--- src/rtl/cam_cfg_pkg.sv ---
// Shared types and constants for the OV7670 init-ROM sequencer.
package cam_cfg_pkg;

    typedef enum logic [2:0] {
        ST_IDLE   = 3'd0,
        ST_FETCH  = 3'd1,
        ST_DECODE = 3'd2,
        ST_SEND   = 3'd3,
        ST_WAIT   = 3'd4,
        ST_DELAY  = 3'd5,
        ST_NEXT   = 3'd6,
        ST_DONE   = 3'd7
    } cam_cfg_state_e;

    localparam logic [15:0] CAM_CFG_END    = 16'hFFFF;
    localparam logic [15:0] CAM_CFG_DELAY  = 16'hFFF0;
    localparam logic [7:0]  CAM_SCCB_WR_ID = 8'h42;

    // Counter width able to hold cycles-1; never narrower than one bit.
    function automatic int unsigned cam_cfg_cnt_width(input int unsigned cycles);
        return (cycles > 32'd1) ? $clog2(cycles) : 32'd1;
    endfunction

endpackage

--- src/rtl/cam_cfg_delay_timer.sv ---
// Loadable down-counter for the 0xFFF0 delay marker; o_Zero flags expiry.
module cam_cfg_delay_timer
    import cam_cfg_pkg::*;
#(
    parameter int unsigned DELAY_CYCLES = 240000
) (
    input  logic i_Clk,
    input  logic i_Rst,
    input  logic i_Load,
    input  logic i_En,
    output logic o_Zero
);

    localparam int unsigned CW = cam_cfg_cnt_width(DELAY_CYCLES);
    localparam logic [CW-1:0] LOAD_VAL = CW'(DELAY_CYCLES - 32'd1);

    logic [CW-1:0] cnt_q;
    logic [CW-1:0] cnt_d;

    // Next count: load has priority, then decrement while enabled and non-zero.
    always_comb begin
        cnt_d = cnt_q;
        if (i_Load) begin
            cnt_d = LOAD_VAL;
        end else if (i_En && (cnt_q != {CW{1'b0}})) begin
            cnt_d = cnt_q - CW'(1);
        end else begin
            cnt_d = cnt_q;
        end
    end

    // Count register.
    always_ff @(posedge i_Clk or posedge i_Rst) begin
        if (i_Rst) begin
            cnt_q <= {CW{1'b0}};
        end else begin
            cnt_q <= cnt_d;
        end
    end

    assign o_Zero = (cnt_q == {CW{1'b0}});

endmodule

--- src/rtl/camera_config_seq.sv ---
// Walks the camera init ROM and issues one SCCB write per entry.
// Optional NACK retry is enabled by defining CAM_CFG_RETRY_EN.
module camera_config_seq
    import cam_cfg_pkg::*;
#(
    parameter logic [7:0]  DEV_ID       = CAM_SCCB_WR_ID,
    parameter int unsigned DELAY_CYCLES = 240000
`ifdef CAM_CFG_RETRY_EN
    ,
    parameter int unsigned RETRY_MAX    = 3
`endif
) (
    input  logic        i_Clk,
    input  logic        i_Rst,
    input  logic        i_Start,
    output logic [7:0]  o_Rom_Addr,
    input  logic [15:0] i_Rom_Data,
    output logic        o_Sccb_Req,
    input  logic        i_Sccb_Ack,
    output logic [7:0]  o_Sccb_Id,
    output logic [7:0]  o_Sccb_Reg,
    output logic [7:0]  o_Sccb_Val,
    input  logic        i_Sccb_Done,
    input  logic        i_Sccb_Nack,
    output logic        o_Busy,
    output logic        o_Done,
    output logic        o_Err
);

    cam_cfg_state_e state_q;
    logic [7:0]     idx_q;
    logic [7:0]     rom_addr_q;
    logic           req_q;
    logic [7:0]     id_q;
    logic [7:0]     reg_q;
    logic [7:0]     val_q;
    logic           busy_q;
    logic           done_q;
    logic           err_q;
`ifdef CAM_CFG_RETRY_EN
    logic [7:0]     retry_q;
`endif

    logic tmr_load_s;
    logic tmr_en_s;
    logic tmr_zero_s;

    // Timer is loaded while decoding a delay marker and runs only in DELAY.
    always_comb begin
        tmr_load_s = 1'b0;
        tmr_en_s   = 1'b0;
        if (state_q == ST_DECODE) begin
            tmr_load_s = (i_Rom_Data == CAM_CFG_DELAY);
        end else if (state_q == ST_DELAY) begin
            tmr_en_s = 1'b1;
        end else begin
            tmr_load_s = 1'b0;
            tmr_en_s   = 1'b0;
        end
    end

    cam_cfg_delay_timer #(
        .DELAY_CYCLES (DELAY_CYCLES)
    ) u_delay_timer (
        .i_Clk  (i_Clk),
        .i_Rst  (i_Rst),
        .i_Load (tmr_load_s),
        .i_En   (tmr_en_s),
        .o_Zero (tmr_zero_s)
    );

    // Sequencer FSM with all outputs registered.
    always_ff @(posedge i_Clk or posedge i_Rst) begin
        if (i_Rst) begin
            state_q    <= ST_IDLE;
            idx_q      <= 8'd0;
            rom_addr_q <= 8'd0;
            req_q      <= 1'b0;
            id_q       <= 8'd0;
            reg_q      <= 8'd0;
            val_q      <= 8'd0;
            busy_q     <= 1'b0;
            done_q     <= 1'b0;
            err_q      <= 1'b0;
`ifdef CAM_CFG_RETRY_EN
            retry_q    <= 8'd0;
`endif
        end else begin
            case (state_q)
                ST_IDLE: begin
                    if (i_Start) begin
                        idx_q      <= 8'd0;
                        rom_addr_q <= 8'd0;
                        done_q     <= 1'b0;
                        err_q      <= 1'b0;
                        busy_q     <= 1'b1;
                        state_q    <= ST_FETCH;
                    end
                end
                ST_FETCH: begin
                    state_q <= ST_DECODE;
                end
                ST_DECODE: begin
                    if (i_Rom_Data == CAM_CFG_END) begin
                        state_q <= ST_DONE;
                    end else if (i_Rom_Data == CAM_CFG_DELAY) begin
                        state_q <= ST_DELAY;
                    end else begin
                        id_q    <= DEV_ID;
                        reg_q   <= i_Rom_Data[15:8];
                        val_q   <= i_Rom_Data[7:0];
                        req_q   <= 1'b1;
`ifdef CAM_CFG_RETRY_EN
                        retry_q <= 8'd0;
`endif
                        state_q <= ST_SEND;
                    end
                end
                ST_SEND: begin
                    if (req_q && i_Sccb_Ack) begin
                        req_q   <= 1'b0;
                        state_q <= ST_WAIT;
                    end
                end
                ST_WAIT: begin
                    if (i_Sccb_Done) begin
                        if (!i_Sccb_Nack) begin
                            state_q <= ST_NEXT;
                        end else begin
`ifdef CAM_CFG_RETRY_EN
                            if (retry_q == 8'(RETRY_MAX)) begin
                                err_q   <= 1'b1;
                                state_q <= ST_DONE;
                            end else begin
                                retry_q <= retry_q + 8'd1;
                                req_q   <= 1'b1;
                                state_q <= ST_SEND;
                            end
`else
                            err_q   <= 1'b1;
                            state_q <= ST_NEXT;
`endif
                        end
                    end
                end
                ST_DELAY: begin
                    if (tmr_zero_s) begin
                        state_q <= ST_NEXT;
                    end
                end
                ST_NEXT: begin
                    // Index 0xFF without an end marker is a malformed table.
                    if (idx_q == 8'hFF) begin
                        err_q   <= 1'b1;
                        state_q <= ST_DONE;
                    end else begin
                        idx_q      <= idx_q + 8'd1;
                        rom_addr_q <= idx_q + 8'd1;
                        state_q    <= ST_FETCH;
                    end
                end
                ST_DONE: begin
                    busy_q  <= 1'b0;
                    done_q  <= 1'b1;
                    state_q <= ST_IDLE;
                end
                default: begin
                    req_q   <= 1'b0;
                    busy_q  <= 1'b0;
                    state_q <= ST_IDLE;
                end
            endcase
        end
    end

    assign o_Rom_Addr = rom_addr_q;
    assign o_Sccb_Req = req_q;
    assign o_Sccb_Id  = id_q;
    assign o_Sccb_Reg = reg_q;
    assign o_Sccb_Val = val_q;
    assign o_Busy     = busy_q;
    assign o_Done     = done_q;
    assign o_Err      = err_q;

endmodule

--- config.mk ---
export PLATFORM = sky130hd
export DESIGN_NAME = camera_config_seq
export DESIGN_NICKNAME = d
export VERILOG_FILES = /design/src/rtl/cam_cfg_pkg.sv /design/src/rtl/cam_cfg_delay_timer.sv /design/src/rtl/camera_config_seq.sv
export SDC_FILE = /design/constraint.sdc
export NUM_CORES = 1
export LEC_CHECK = 0
export CORE_MARGIN = 5
export CORE_UTILIZATION = 45
export DETAILED_ROUTE_END_ITERATION = 10
export GPL_TIMING_DRIVEN = 1
export PLACE_DENSITY = 0.73
export SLEW_MARGIN = 20
export SYNTH_ARGS = -nofsm -noshare
export SYNTH_HDL_FRONTEND = slang
export SYNTH_SLANG_ARGS = --single-unit
--- constraint.sdc ---
create_clock -name i_Clk -period 2.18 [get_ports i_Clk]
set_input_delay 0.545 -clock i_Clk [delete_from_list [all_inputs] [get_ports i_Clk]]
set_output_delay 0.545 -clock i_Clk [all_outputs]
set_load 0.005 [all_outputs]
==> flow_summary_export.csv <==
group,metric,value,unit
run_status,outcome,"finished clean",
global_routing,met3_usage,5.825,%
placed_design,portBuffers,51,
synthesis,syn-cell-area,2540,um^2
die,start_util,46.13,%
sta,period_minus_slack,2.113,ns
cts,htree_levels,2,
global_routing,busiest_layer,"met2",
sta,setup-violations-final,0,
placed_design,place_area,3246,um^2
critical_path,worst_setup_path_start_kind,"register",
routing,ant_nets,0,
placed_design,post-place-cells,377,
cts,clk_latency,0.30,ns
cts,cts_buffers,5,
synthesis,synth_seq_cells,50,
sta,fmax,473.3,MHz
critical_path,crit_fanout,13,
die,core,5507,um^2
sta,rsz0062_at_grt,"true",
die,die_area,7247,um^2
synthesis,synth_seq_area_share,49.26,%
placed_design,place_congestion,0.8056,
routing,remaining_drc_errors,0,
routing,drtPass1Iterations,4,
finish,stdcell_area,3420,um^2
sta,hold_viol,0,
critical_path,worstPathArrival,2.31,ns
cts,cts_sinks,50,
global_routing,grt_pass1_wl,9363,um
global_routing,grt_usage,15.89,%
worst_hold_path,hp-class,"reg -> reg",
synthesis,syn_avg_cell_area,10.54,um^2
global_routing,grt_use_met2,25.71,%
cts,clk_path_buf_depth,2,
run,maxCapViolations,0,
cts,clkSlewWorstSetupHoldPaths,0.09,ns
sta,worstMarginPinSlew,0.6301,ns
finish,num_antenna_cells,0,
die,die_width,85.13,um
die,boundaryPins,58,
sta,final_max_slew_viol_count,0,
placed_design,place_hpwl,3981,um
die,placementRows,27,
cts,cts_hold_buf,0,
critical_path,required,2.38,ns
cts,clockRootBuffer,"clkbuf_8",
power_and_ir_drop,max-vdd-ir-drop,0.5994,mV
finish,syn_to_final_growth,34.63,%
finish,stdcell_count,393,
sta,slew_headroom,57.71,%
global_routing,use_met1,19.68,%
cts,cts_tree,"yes",
global_routing,grt_max_degree,51,
die,die_h,85.13,um
power_and_ir_drop,powerDensity,1084,nW/um^2
finish,finalNetCount,344,
routing,vias,2085,
routing,routedWlPerCell,14.13,um
sta,finalCritPeriodShare,96.91,%
synthesis,syn_inst,241,
synthesis,synth_cell_types,50,
critical_path,path_class,"reg -> reg",
global_routing,grt_overflow_total,0,
power_and_ir_drop,p_leak,0.001359,uW
routing,drtIter0Drc,122,
critical_path,end_kind,"register",
routing,finalWirelength,5554,um
global_routing,antenna_found_initial,0,
sta,skew,0.008737,ns
global_routing,grt_pass1_vias,2035,
synthesis,yosys_warnings,0,
finish,drive_gt1_share,20.87,%
routing,avgViaCountPerCell,5.305,
==> per-stage QoR <==
stage	setup WS [ns]	TNS [ns]	hold slack, ns	power, uW	util [%]
final	0.06728	0	0.5054	3708	62.10
after global routing	-0.05321	-0.06451	0.5304	3979	62.10
after CTS	0.04988	0	0.4893	3718	61.44
after detailed placement	-0.4041	-11.74	0.4777	3028	58.94
after global placement	-0.3748	-11.74	0.4661	2993	58.94
after floorplan	0.02750	0	0.4459	2260	-
==> placed cells by master (no fill, tap or decap), drive strengths merged, types with 9 or more instances in the layout <==
cell type,instances
nand2,13
dfrtp,50
o21ai,12
clkdlybuf4s50,47
nor2,22
buf,28
a21oi,9
nand3,13
xnor2,10
mux2,16
==> metal layers <==
metal  vias to the layer above  wire [um]  share of wire (%)
met5                         -          0                  0
met4                         0         34               0.61
met3                         2        392                7.1
met2                        50       2652                 48
met1                      1005       2475                 45
li1                       1028          -                  -
==> layout make-up <==
class | instances | area (um^2)
repair buffers | 79 | 728.2
clock inverters | 1 | 30.03
clock buffers | 7 | 76.32
multi-input cells | 175 | 1210
fillers | 478 | 2087
well taps | 72 | 90.09
inverters | 9 | 33.78
flip-flops and latches | 50 | 1251
==> kinds of logic after synthesis <==
logic type / after synthesis / synth area share, %
AO/OA/AOI/OAI: 42 / 11.82
adder cells (fa/ha/maj): 2 / 0.9851
XOR/XNOR: 11 / 3.793
multiplexers: 18 / 7.882
buffers and inverters: 23 / 4.926
other: 1 / 0.1476
AND/OR/NAND/NOR: 94 / 21.18
flip-flops: 50 / 49.26
==> critical path: stages (launching register included) <==
cell,delay [ns]
dfrtp_1,0.43
or4_4,0.58
nor4_4,0.33
a31oi_4,0.21
buf_4,0.19
a211o_1,0.26
==> where the power goes <==
part / leakage (uW) / switching (uW) / internal (uW)
clock: 0.0000524 / 297 / 344
combinational: 0.000738 / 650 / 943
sequential: 0.000569 / 236 / 1240
==> Yosys cell counts, drive strengths merged <==
cell type	count	area [um^2]
a2111oi	2	36.29
a211o	1	8.760
a211oi	6	45.04
a21oi	9	45.04
a22oi	2	15.01
a31oi	5	46.29
a32o	1	10.01
and2	4	26.28
and3	2	12.51
and3b	2	17.52
buf	10	76.32
clkbuf	4	15.01
clkinv	1	3.750
conb	1	3.750
dfrtp	50	1251
ha	2	25.02
inv	8	30.03
mux2	16	180.2
mux2i	2	20.02
nand2	13	48.80
nand2b	3	18.77
nand3	13	65.06
nand4	7	43.79
nor2	20	77.58
nor3	8	40.04
nor4	7	58.81
nor4b	2	23.77
o211ai	1	7.510
o21ai	12	60.05
o311ai	1	8.760
o31ai	1	7.510
o32a	1	10.01
or2	3	18.77
or3	4	27.52
or4	5	48.79
or4b	1	10.01
xnor2	10	87.58
xor2	1	8.760
==> flip-flops by register name (all words and copies together), names as in the netlist <==
register and count:
u_delay_timer.cnt_q 18, o_Rom_Addr 8, o_Sccb_Reg 8, o_Sccb_Val 8
state_q 3, o_Busy 1, o_Done 1, o_Err 1
o_Sccb_Id 1, o_Sccb_Req 1
==> worst paths after layout <==
path | slack (ns) | to | from | cells past startpoint
worst max-delay path | 0.07 | state_q[0] | u_delay_timer.cnt_q[8] | 5
max in group asynchronous | 1.36 | o_Done | i_Rst | 3
worst min register to register | 0.51 | u_delay_timer.cnt_q[7] | u_delay_timer.cnt_q[7] | 1
worst max register to register | 0.07 | state_q[0] | u_delay_timer.cnt_q[8] | 5
worst min-delay path | 0.51 | u_delay_timer.cnt_q[7] | u_delay_timer.cnt_q[7] | 1
min in group asynchronous | 0.59 | u_delay_timer.cnt_q[8] | i_Rst | 3
==> repair_timing <==
action | 4_1_cts | 5_1_grt
resized for setup | 6 | 3
pin swaps | 3 | 2
cloned | 2 | 0
endpoints found under the setup margin | 23 | 8
buffers inserted | 2 | 4
Note: power is estimated with default switching activity, not from simulation.
